<file path="config.mk">
export PLATFORM = sky130hd
export DESIGN_NAME = dmem_port_arbiter
export DESIGN_NICKNAME = d
export VERILOG_FILES = /design/src/rtl/dmem_arb_pkg.sv /design/src/rtl/arb_lock_counter.sv /design/src/rtl/dmem_port_arbiter.sv
export SDC_FILE = /design/constraint.sdc
export NUM_CORES = 1
export LEC_CHECK = 0
export CAP_MARGIN = 20
export CORE_AREA = 2 2 117 119
export CTS_BUF_LIST = sky130_fd_sc_hd__clkbuf_4 sky130_fd_sc_hd__clkbuf_8 sky130_fd_sc_hd__clkbuf_16
export DETAILED_ROUTE_END_ITERATION = 12
export DIE_AREA = 0 0 119 121
export GPL_TIMING_DRIVEN = 0
export PLACE_DENSITY_LB_ADDON = 0.3
export SLEW_MARGIN = 0
export SYNTH_ARGS = -nofsm -noshare
export SYNTH_HDL_FRONTEND = slang
export SYNTH_HIERARCHICAL = 1
export SYNTH_SLANG_ARGS = --single-unit
</file>
<file path="constraint.sdc">
create_clock -name clk -period 2.5 [get_ports clk]
set_clock_uncertainty 0.2 [all_clocks]
set_input_delay 0.25 -clock clk [delete_from_list [all_inputs] [get_ports clk]]
set_output_delay 0.25 -clock clk [all_outputs]
set_load 0.02 [all_outputs]
</file>
<file path="src/rtl/dmem_arb_pkg.sv">
// Shared definitions for the data-memory port arbiter.
//  - arb_state_t : 2-bit arbiter FSM encoding
//  - PORT_C/PORT_X : read-return owner tags
package dmem_arb_pkg;

   localparam int unsigned ARB_STATE_W = 2;

   typedef enum logic [ARB_STATE_W-1:0] {
      ARB_IDLE     = 2'd0,   // last grant went to C, or no grant yet
      ARB_LAST_X   = 2'd1,   // last grant went to X, no burst
      ARB_X_LOCKED = 2'd2    // X is holding a locked burst
   } arb_state_t;

   localparam logic PORT_C = 1'b0;
   localparam logic PORT_X = 1'b1;

endpackage

</file>
<file path="src/rtl/arb_lock_counter.sv">
// Saturating count of consecutive locked X grants taken while the core waits.
// Ports:
//  clk, rst  : clock, synchronous active-high reset
//  clr       : clear the count (takes priority over inc)
//  inc       : count one more locked X grant
//  sat_c     : count has reached MAX_LOCK
module arb_lock_counter #(
   parameter int unsigned MAX_LOCK = 4
) (
   input  logic clk,
   input  logic rst,
   input  logic clr,
   input  logic inc,
   output logic sat_c
);

   localparam int unsigned CNT_W = $clog2(MAX_LOCK + 1);

   logic [CNT_W-1:0] cnt_q;

   assign sat_c = (cnt_q == CNT_W'(MAX_LOCK));

   // Count register; holds at MAX_LOCK once saturated
   always_ff @(posedge clk) begin
      if (rst)
         cnt_q <= '0;
      else if (clr)
         cnt_q <= '0;
      else if (inc && !sat_c)
         cnt_q <= cnt_q + CNT_W'(1);
   end

endmodule

</file>
<file path="src/rtl/dmem_port_arbiter.sv">
// Round-robin arbiter sharing the single-port data memory between the core
// load/store path (C) and an external loader/debug port (X), with an optional
// X burst lock that can starve the core for at most MAX_LOCK grants.
// Ports:
//  clk, rst                         : clock, synchronous active-high reset
//  c_req/c_we/c_addr/c_wdata        : core request
//  c_gnt/c_rvalid/c_rdata/core_stall: core response and stall
//  x_req/x_we/x_lock/x_addr/x_wdata : external request
//  x_gnt/x_rvalid/x_rdata           : external response
//  mem_en/mem_we/mem_addr/mem_wdata : memory request, mem_rdata 1 cycle later
module dmem_port_arbiter
   import dmem_arb_pkg::*;
#(
   parameter int unsigned ADDR_W   = 32,
   parameter int unsigned DATA_W   = 32,
   parameter int unsigned MAX_LOCK = 4
) (
   input  logic              clk,
   input  logic              rst,
   input  logic              c_req,
   input  logic              c_we,
   input  logic [ADDR_W-1:0] c_addr,
   input  logic [DATA_W-1:0] c_wdata,
   output logic              c_gnt,
   output logic              c_rvalid,
   output logic [DATA_W-1:0] c_rdata,
   output logic              core_stall,
   input  logic              x_req,
   input  logic              x_we,
   input  logic              x_lock,
   input  logic [ADDR_W-1:0] x_addr,
   input  logic [DATA_W-1:0] x_wdata,
   output logic              x_gnt,
   output logic              x_rvalid,
   output logic [DATA_W-1:0] x_rdata,
   output logic              mem_en,
   output logic              mem_we,
   output logic [ADDR_W-1:0] mem_addr,
   output logic [DATA_W-1:0] mem_wdata,
   input  logic [DATA_W-1:0] mem_rdata
);

   arb_state_t state_q;
   arb_state_t state_d;
   logic       lock_sat;
   logic       lock_inc;
   logic       lock_clr;
   logic       rvalid_q;
   logic       rd_owner_q;

   // State register
   always_ff @(posedge clk) begin
      if (rst)
         state_q <= ARB_IDLE;
      else
         state_q <= state_d;
   end

   // Next-state: follows the grant; a locked burst ends when X stops asking
   always_comb begin
      state_d = state_q;
      if (x_gnt)
         state_d = x_lock ? ARB_X_LOCKED : ARB_LAST_X;
      else if (c_gnt)
         state_d = ARB_IDLE;
      else if ((state_q == ARB_X_LOCKED) && !x_req)
         state_d = ARB_LAST_X;
   end

   // Outputs: grant decision, stall and memory-side mux
   always_comb begin
      c_gnt      = 1'b0;
      x_gnt      = 1'b0;
      // Requests seen during reset are ignored
      if (!rst) begin
         if ((state_q == ARB_X_LOCKED) && x_req && (!c_req || !lock_sat))
            x_gnt = 1'b1;
         else if (c_req && x_req) begin
            // Favour whoever was not served last
            if (state_q == ARB_IDLE)
               x_gnt = 1'b1;
            else
               c_gnt = 1'b1;
         end
         else if (c_req)
            c_gnt = 1'b1;
         else if (x_req)
            x_gnt = 1'b1;
      end
      core_stall = c_req && !c_gnt && !rst;
      mem_en     = c_gnt || x_gnt;
      mem_we     = 1'b0;
      mem_addr   = '0;
      mem_wdata  = '0;
      if (c_gnt) begin
         mem_we    = c_we;
         mem_addr  = c_addr;
         mem_wdata = c_wdata;
      end
      else if (x_gnt) begin
         mem_we    = x_we;
         mem_addr  = x_addr;
         mem_wdata = x_wdata;
      end
   end

   // Starvation bound: only locked X grants taken while C waits are counted
   assign lock_inc = x_gnt && c_req && (state_q == ARB_X_LOCKED);
   assign lock_clr = c_gnt || ((state_q == ARB_X_LOCKED) && (state_d != ARB_X_LOCKED));

   arb_lock_counter #(
      .MAX_LOCK (MAX_LOCK)
   ) u_lock_counter (
      .clk   (clk),
      .rst   (rst),
      .clr   (lock_clr),
      .inc   (lock_inc),
      .sat_c (lock_sat)
   );

   // Read-return tracking: one outstanding load, tagged with its owner
   always_ff @(posedge clk) begin
      if (rst) begin
         rvalid_q   <= 1'b0;
         rd_owner_q <= PORT_C;
      end
      else begin
         rvalid_q   <= (c_gnt && !c_we) || (x_gnt && !x_we);
         rd_owner_q <= x_gnt ? PORT_X : PORT_C;
      end
   end

   // Gating with rst drops a read that was in flight when reset hit
   assign c_rvalid = rvalid_q && !rst && (rd_owner_q == PORT_C);
   assign x_rvalid = rvalid_q && !rst && (rd_owner_q == PORT_X);
   assign c_rdata  = c_rvalid ? mem_rdata : '0;
   assign x_rdata  = x_rvalid ? mem_rdata : '0;

endmodule

</file>
== Word-level counts from Yosys, hierarchy flattened ==
Cells that the tools add are included.
Operators by class
  equal/unequal tests: 3
  reductions and logical operators: 28
  multiplexer cells: 24
  $add $sub $neg: 1
  bitwise gates (word level): 1
Operators with widths (number)
  32-bit 2-to-1 mux: 6
  1-bit logical AND: 15
  1-bit 2-to-1 mux: 14
  2-bit 2-to-1 mux: 4
  1-bit logical NOT: 7
  1-bit logical OR: 4
  3-bit by 1-bit adder with 3-bit output (second input constant): 1
  3-bit equality test (second input constant): 1
  2-bit equality test (second input constant): 1
  2-bit logical NOT: 1
  2-bit inequality test (second input constant): 1
  2-bit OR reduction: 1
  1-bit inverter: 1
Storage, ports and cells
  input port bits: 167
  register bits: 7
  logic and storage cells: 61
  output and inout port bits: 135

== Longest topological paths before layout ==
Gate-level depths: netlist of the first run.
  word-level depth: 12
  gate-level depth with buffers: 9
  gate-level depth less buffers: 8

== By module ==
The synthesis of the first run kept the hierarchy.
Modules (own cells, without submodules)
  dmem_port_arbiter: cells an instance 179, area each 1328.8 sq um, times used 1
  arb_lock_counter: cells an instance 18, area each 187.7 sq um, times used 1

== Worst setup path before layout of the first run ==
Ideal clock, no wire load.
  path kind: register -> output
  start point: register u_lock_counter.cnt_q[0]
  end point: output port mem_addr[20]
  arrival: 1.748 ns
  required time: 2.050 ns
  stages on the path, launching flop included: 9
  path slack: 0.302 ns
  path buffers: 1
  path through: dfxtp_1 > inv_1 > ha_1 > and2_1 > a21o_1 > a21o_2 > inv_2 > buf_2 > a22o_1
On the way
  cells in the longest elaborated chain, start to end: 8
Ends and longest elaborated chain
  start, declared: RTL line arb_lock_counter.sv:19  | logic [CNT_W-1:0] cnt_q;
  start signal, assigned: RTL line arb_lock_counter.sv:30  | cnt_q <= cnt_q + CNT_W'(1);
  3-bit equality test: RTL line arb_lock_counter.sv:21  | assign sat_c = (cnt_q == CNT_W'(MAX_LOCK));
  via lock_sat: RTL line dmem_port_arbiter.sv:45  | logic lock_sat;
  1-bit logical NOT: RTL line dmem_port_arbiter.sv:76  | if ((state_q == ARB_X_LOCKED) && x_req && (!c_req || !lock_sat))
  1-bit logical OR: RTL line dmem_port_arbiter.sv:76
  1-bit logical AND: RTL line dmem_port_arbiter.sv:76
  1-bit 2-to-1 mux: RTL line dmem_port_arbiter.sv:76
  1-bit 2-to-1 mux: RTL line dmem_port_arbiter.sv:75  | if (!rst) begin
  via x_gnt: RTL line dmem_port_arbiter.sv:33  | output logic x_gnt,
  32-bit 2-to-1 mux: RTL line dmem_port_arbiter.sv:100  | else if (x_gnt) begin
  32-bit 2-to-1 mux: RTL line dmem_port_arbiter.sv:95  | if (c_gnt) begin
  end, declared: RTL line dmem_port_arbiter.sv:38  | output logic [ADDR_W-1:0] mem_addr,
The timed path passes the listed nets, and every way through them passes these cells.

== Worst setup path after layout of the first run ==
  start point: register u_lock_counter.cnt_q[1]
  end point: output port mem_addr[6]
On the way
  cells in the longest elaborated chain, start to end: 8
Ends and longest elaborated chain (RTL line)
  3-bit equality test *: arb_lock_counter.sv:21
  via lock_sat: dmem_port_arbiter.sv:45
  1-bit logical NOT *: dmem_port_arbiter.sv:76
  1-bit logical OR *: dmem_port_arbiter.sv:76
  1-bit logical AND *: dmem_port_arbiter.sv:76
  1-bit 2-to-1 mux: dmem_port_arbiter.sv:76
  1-bit 2-to-1 mux: dmem_port_arbiter.sv:75
  32-bit 2-to-1 mux: dmem_port_arbiter.sv:100
  32-bit 2-to-1 mux *: dmem_port_arbiter.sv:95
Mark *: on every way through the listed nets, which the timed path passes. The rest lies on a longest branch.

==> results of run 1 <==
## cells in the mapped netlist (2+ instances only)
library cell,number
clkbuf_1,7
inv_1,4
and2_1,65
a21oi_1,3
nor3b_1,4
o21ai_0,2
nand2b_1,2
nor3_1,4
nor2_1,4
dfxtp_1,7
mux2_1,2
buf_2,8
ha_1,2
a22o_1,65
buf_6,4
## registers in the layout, indices dropped and copies added (netlist names)
name and cells:
rd_owner_q 1, state_q 2, u_lock_counter/cnt_q 3, rvalid_q 1
## power by group through the flow
stage	logic [µW]	registers, µW	clock network, µW
2_1_floorplan	250	120	0
4_1_cts	761	120	282
3_5_place_dp	729	120	0
3_3_place_gp	728	120	0
5_1_grt	785	120	291
6_report	745	120	277
## final timing paths
kind,from,end,slack (ps),cells after the start
worst max-delay path,u_lock_counter/cnt_q[1]$_SDFFE_PP0P_,mem_addr[6],20,11
worst min-delay path,rst,u_lock_counter/cnt_q[2]$_SDFFE_PP0P_,320,2
worst max register to register,u_lock_counter/cnt_q[1]$_SDFFE_PP0P_,u_lock_counter/cnt_q[0]$_SDFFE_PP0P_,360,6
worst min register to register,u_lock_counter/cnt_q[2]$_SDFFE_PP0P_,u_lock_counter/cnt_q[2]$_SDFFE_PP0P_,390,2
## per-stage QoR
| stage | setup slack (ps) | utilization [%] | power, µW | instances |
|---|---|---|---|---|
| after floorplan | 302 | - | 370 | 197 |
| after global placement | -823 | 36.3 | 848 | 674 |
| after detailed placement | -804 | 36.3 | 850 | 674 |
| after CTS | -34.5 | 38.7 | 1160 | 693 |
| after global routing | -63.6 | 38.1 | 1200 | 692 |
| final | 20.9 | 38.1 | 1140 | 692 |
## kinds of logic after synthesis
logic type	synth area share, %
buf+inv	9.08
mux	1.49
compound gates	42.8
flops	9.24
simple gates	35.7
fa+ha+maj	1.65
## worst reg2reg max path, stage by stage, from the launching register on
cell	delay, ps
dfxtp_2	330
inv_2	40
ha_4	150
and2_4	170
nor4_1	510
a21boi_2	280
mux2_1	330
## metal layers
metal | wire [µm] | up-vias | GRT usage, %
met5 | 0 | - | 0
li1 | - | 1377 | -
met2 | 5990 | 205 | 28.0
met3 | 1170 | 12 | 4.42
met4 | 166 | 0 | 2.16
met1 | 4170 | 1340 | 15.7
## final cells by class
type	count	area (µm²)	area share, %
Sequential cell	7	143	2.86
Tap cell	176	220	4.42
Inverter	5	26.3	0.527
Multi-Input combinational cell	165	1280	25.8
Clock buffer	4	82.6	1.66
Timing Repair Buffer	315	3060	61.4
Buffer	20	168	3.37
## timing repair
action	in CTS	in global routing
hold endpoints to repair	0	0
gates cloned	4	0
setup endpoints to repair	134	81
gates resized for setup	298	64
buffers inserted	11	2
pin swaps	9	14
==> results.sh, run 1 <==
export IMPL_internal_power_uw=784
export IMPL_rsz0062_at_grt="yes"
export IMPL_switching_share_pct=31.4
export IMPL_drtAntennaViolNets=0
export IMPL_place_detailed_hpwl_mm=9.60
export IMPL_slew_limit_headroom_pct=62.8
export IMPL_path_buf_inv=6
export IMPL_fmax_mhz=403
export IMPL_postSynthCellCount=197
export IMPL_antenna_found_initial=0
export IMPL_fin_area_mm2=0.00498
export IMPL_clk_pin_slew_worst_paths_ps=30
export IMPL_layout_commonest_cell="clkdlybuf4s50_1"
export IMPL_ys_seq_area_share_pct=9.24
export IMPL_grt_max_degree=14
export IMPL_crit_required_ps=2050
export IMPL_status="finished clean"
export IMPL_crit_path_top_delay_cell="dfxtp_2"
export IMPL_avgSynthCellArea_um2=7.70
export IMPL_tightest_slew_ps=553
export IMPL_net_switching_power_uw=358
export IMPL_nets=686
export IMPL_rows=42
export IMPL_fillers=1335
export IMPL_end_kind="primary output"
export IMPL_clockPowerShare_pct=24.3
export IMPL_area_growth_pct=229
export IMPL_core_mm2=0.0131
export IMPL_worst_hold_slack_ps=317
export IMPL_synthTopCellsByArea="a22o_1 (38%), and2_1 (27%), dfxtp_1 (9.2%), buf_6 (3.0%), buf_2 (2.6%)"
export IMPL_die_h_um=121
export IMPL_grt_pass1_wl_mm=16.6
export IMPL_portBuffers=301
export IMPL_pin_count=302
export IMPL_via_count=2934
export IMPL_synth_flop_cell="dfxtp_1"
export IMPL_antenna_diode_count=0
export IMPL_numCtsBuffers=3
export IMPL_cpMostUsedCell="buf_12"
export IMPL_critPathMaxFanout=7
export IMPL_startpoint_type="flop"
export IMPL_synth_edf_count=0
export IMPL_drt_wirelength_per_cell_um=16.6
export IMPL_slowest_delay_ps=330
export IMPL_yosys_warnings=6
export IMPL_die_area_mm2=0.0144
export IMPL_dr_pass1_iters=4
export IMPL_combPwrFrac_pct=65.2
export IMPL_cts_tree="yes"
export IMPL_layout_drive_gt1_share_pct=22.9
export IMPL_hp_class="in2reg"
export IMPL_initial_core_util_pct=11.6
export IMPL_mostFrequentLayoutCells="clkdlybuf4s50_1 (223), a22o_1 (65), and2_1 (64), buf_2 (29), buf_6 (24)"
export IMPL_syn_nets=366
export IMPL_fin_crit_sh_pct=99.2
export IMPL_drt_iter0_drc=65
export IMPL_critical_path_top_delay_family="buffers and inverters"
export IMPL_ctsHtreeMaxLevel=1
export IMPL_setup_viol=0
export IMPL_grt_total_usage_pct=14.5
export IMPL_placed_area_mm2=0.00475
export IMPL_cellLeakagePower_uw=0.00230
export IMPL_period_needed_ps=2480
export IMPL_drv_slew=0
export IMPL_drv_cap=0
export IMPL_timing_final_hold_violations=0
export IMPL_crit_arrival_ps=2030
export IMPL_grt_pass1_vias=2986
export IMPL_path_cells="inv_2 -> ha_4 -> and2_4 -> a21o_1 -> a21o_4 -> inv_8 -> buf_12 -> buf_12 -> buf_8 -> a22o_1 -> buf_6"
export IMPL_viasPerCell=4.24
export IMPL_cts_sinks=7
export IMPL_die_width_um=119
export IMPL_powerDensity_mw_per_mm2=229
export IMPL_tns_ps=0
export IMPL_peakVddDrop_v=0.000163
export IMPL_crit_type="reg2out"
export IMPL_clk_path_buf_depth=2
export IMPL_synth_seq_cells=7
export IMPL_sequentialPowerShare_pct=10.5
export IMPL_netlist_area_mm2=0.00152
export IMPL_clk_latency_ps=230
export IMPL_gp_congestion=0.866
export IMPL_grt_ovfl_total=0
export IMPL_synth_top_area_cell="a22o_1"
export IMPL_wirelength_mm=11.5
export IMPL_ctsHoldBuffers=0
export IMPL_cts_root_buf="clkbuf_16"
export IMPL_yosys_area_top_type_share_pct=37.5
export IMPL_drc=0
export IMPL_synth_distinct_cells=29
export IMPL_synth_async_reset_ratio_pct=0
Note: power is estimated with default switching activity, not from simulation.
==> inputs of run 2 (changes only) <==
--- a/config.mk
+++ b/config.mk
@@ -5,7 +5,7 @@
 export SDC_FILE = /design/constraint.sdc
 export NUM_CORES = 1
 export LEC_CHECK = 0
-export CAP_MARGIN = 20
+export CAP_MARGIN = 30
 export CORE_AREA = 2 2 117 119
 export CTS_BUF_LIST = sky130_fd_sc_hd__clkbuf_4 sky130_fd_sc_hd__clkbuf_8 sky130_fd_sc_hd__clkbuf_16
 export DETAILED_ROUTE_END_ITERATION = 12
==> results of run 2 <==
Final layout, timing and power as in run 1 (identical DEF).
==> inputs of run 3 (changes only) <==
--- a/config.mk
+++ b/config.mk
@@ -11,7 +11,7 @@
 export DETAILED_ROUTE_END_ITERATION = 12
 export DIE_AREA = 0 0 119 121
 export GPL_TIMING_DRIVEN = 0
-export PLACE_DENSITY_LB_ADDON = 0.3
+export PLACE_DENSITY_LB_ADDON = 0.08
 export SLEW_MARGIN = 0
 export SYNTH_ARGS = -nofsm -noshare
 export SYNTH_HDL_FRONTEND = slang
==> run 3 against run 2 <==
Effect of this change:
- count of clock-buffer cells in the layout stayed put
- via count fell by 3.6%
- final cell count shrank 0.29%
- final area about the same
- critical path type unchanged
==> results.sh, run 3 (synthesis results as in run 1) <==
export IMPL_fmax_mhz=412
export IMPL_clk_latency_ps=230
export IMPL_r2r_start="u_lock_counter/cnt_q[0]$_SDFFE_PP0P_"
export IMPL_mostFrequentLayoutCells="clkdlybuf4s50_1 (229), a22o_1 (65), and2_1 (64), buf_4 (32), buf_2 (27)"
export IMPL_nets=684
export IMPL_clk_path_buf_depth=2
export IMPL_cts_sinks=7
export IMPL_powerDensity_mw_per_mm2=226
export IMPL_clockPowerShare_pct=24.7
export IMPL_cellLeakagePower_uw=0.00218
export IMPL_gp_congestion=0.761
export IMPL_end_kind="primary output"
export IMPL_tightest_slew_ps=480
export IMPL_grt_pass1_vias=2862
export IMPL_drc=0
export IMPL_drv_cap=0
export IMPL_instances_no_fill=690
export IMPL_ctsHoldBuffers=0
export IMPL_cts_root_buf="clkbuf_16"
export IMPL_r2r_cells=8
export IMPL_cts_tree="yes"
export IMPL_r2r_slack_ps=400
export IMPL_worst_hold_slack_ps=326
export IMPL_dp_cells=674
export IMPL_wirelength_mm=11.4
export IMPL_crit_required_ps=2050
export IMPL_peakVddDrop_v=0.000151
export IMPL_area_growth_pct=228
export IMPL_startpoint_type="flop"
export IMPL_timing_final_hold_violations=0
export IMPL_rsz0062_at_grt="yes"
export IMPL_antenna_found_initial=0
export IMPL_die_h_um=121
export IMPL_slew_limit_headroom_pct=67.7
export IMPL_die_width_um=119
export IMPL_drv_slew=0
export IMPL_place_detailed_hpwl_mm=9.77
export IMPL_grt_pass1_wl_mm=16.4
export IMPL_numCtsBuffers=3
export IMPL_crit_end="mem_wdata[31]"
export IMPL_period_needed_ps=2430
export IMPL_net_switching_power_uw=345
export IMPL_grt_ovfl_total=0
export IMPL_drtAntennaViolNets=0
export IMPL_ctsHtreeMaxLevel=1
export IMPL_sequentialPowerShare_pct=10.6
export IMPL_rows=42
export IMPL_regMostFlops="u_lock_counter/cnt_q"
export IMPL_setup_viol=0
export IMPL_drt_iter0_drc=52
export IMPL_pin_count=302
export IMPL_grt_total_usage_pct=14.6
export IMPL_critPathMaxFanout=8
export IMPL_largestRegisters="u_lock_counter/cnt_q x3, state_q x2"
export IMPL_portBuffers=301
export IMPL_layout_commonest_cell="clkdlybuf4s50_1"
export IMPL_die_area_mm2=0.0144
export IMPL_grt_max_degree=14
export IMPL_internal_power_uw=780
export IMPL_hp_class="in2reg"
export IMPL_layout_drive_gt1_share_pct=22.8
export IMPL_tns_ps=0
export IMPL_crit_start="u_lock_counter/cnt_q[0]$_SDFFE_PP0P_"
export IMPL_crit_type="reg2out"
export IMPL_status="finished clean"
export IMPL_crit_arrival_ps=1980
export IMPL_clk_pin_slew_worst_paths_ps=40
export IMPL_via_count=2827
export IMPL_viasPerCell=4.10
export IMPL_antenna_diode_count=0
export IMPL_combPwrFrac_pct=64.8
export IMPL_dr_pass1_iters=4
export IMPL_core_mm2=0.0131
export IMPL_largest_reg_flops=3
export IMPL_fin_crit_sh_pct=97.2
export IMPL_switching_share_pct=30.7
export IMPL_power_total_uw=1120
export IMPL_drt_wirelength_per_cell_um=16.5
export IMPL_r2r_end="u_lock_counter/cnt_q[1]$_SDFFE_PP0P_"
export IMPL_initial_core_util_pct=11.6
[run 3: worst min-delay path by stage]
stage,slack (ps),startpoint,to,cells past startpoint
finish,330,rst,u_lock_counter/cnt_q[2]$_SDFFE_PP0P_,2
global route,370,rst,u_lock_counter/cnt_q[2]$_SDFFE_PP0P_,2
CTS,340,rst,u_lock_counter/cnt_q[2]$_SDFFE_PP0P_,2
detailed placement,360,state_q[0]$_SDFF_PP0_,state_q[0]$_SDFF_PP0_,2
global placement,340,state_q[0]$_SDFF_PP0_,state_q[0]$_SDFF_PP0_,2
floorplan,120,rst,u_lock_counter/cnt_q[2]$_SDFFE_PP0P_,1
[run 3: what timing repair did]
item                                    CTS  global route
pin swaps                                 3             5
resized for setup                       291            49
endpoints found under the setup margin  134            76
setup buffers                             5             3
cloned                                    1             3
[run 3: power by group through the flow]
stage               sequential, µW  combinational (µW)  clock [µW]
global placement               120                 726           0
finish                         119                 729         278
global route                   119                 777         293
CTS                            120                 708         284
floorplan                      120                 250           0
detailed placement             120                 725           0
[run 3: final cells by class]
type / count / area, µm²
multi-input cells: 165 / 1280
clock buffers: 4 / 82.6
inverters: 5 / 26.3
well taps: 176 / 220
plain buffers: 20 / 188
repair buffers: 313 / 3030
flip-flops and latches: 7 / 145
fillers: 1361 / 8110
[run 3: routing by layer]
metal  global-route usage, %  routed length, µm  vias to the layer above
li1                        -                  -                     1373
met1                    13.4               3660                     1272
met2                    30.4               6350                      180
met3                    6.25               1340                        2
met4                    1.56                 34                        0
met5                       0                  0                        -
[run 3: critical path, stage by stage, from the launching register on]
cell	delay, ps
dfxtp_4	350
inv_2	40
ha_4	150
and2_4	160
a21o_1	180
a21o_4	250
inv_8	80
buf_12	140
a22o_1	130
clkdlybuf4s15_2	270
[run 3: through the flow]
| stage | instance area [µm²] | utilization [%] | setup slack (ps) |
|---|---|---|---|
| finish | 4980 | 38.0 | 70.1 |
| global route | 4980 | 38.0 | -11.0 |
| CTS | 4810 | 36.8 | -10.8 |
| detailed placement | 4750 | 36.3 | -891 |
| global placement | 4750 | 36.3 | -865 |
| floorplan | 1520 | - | 302 |
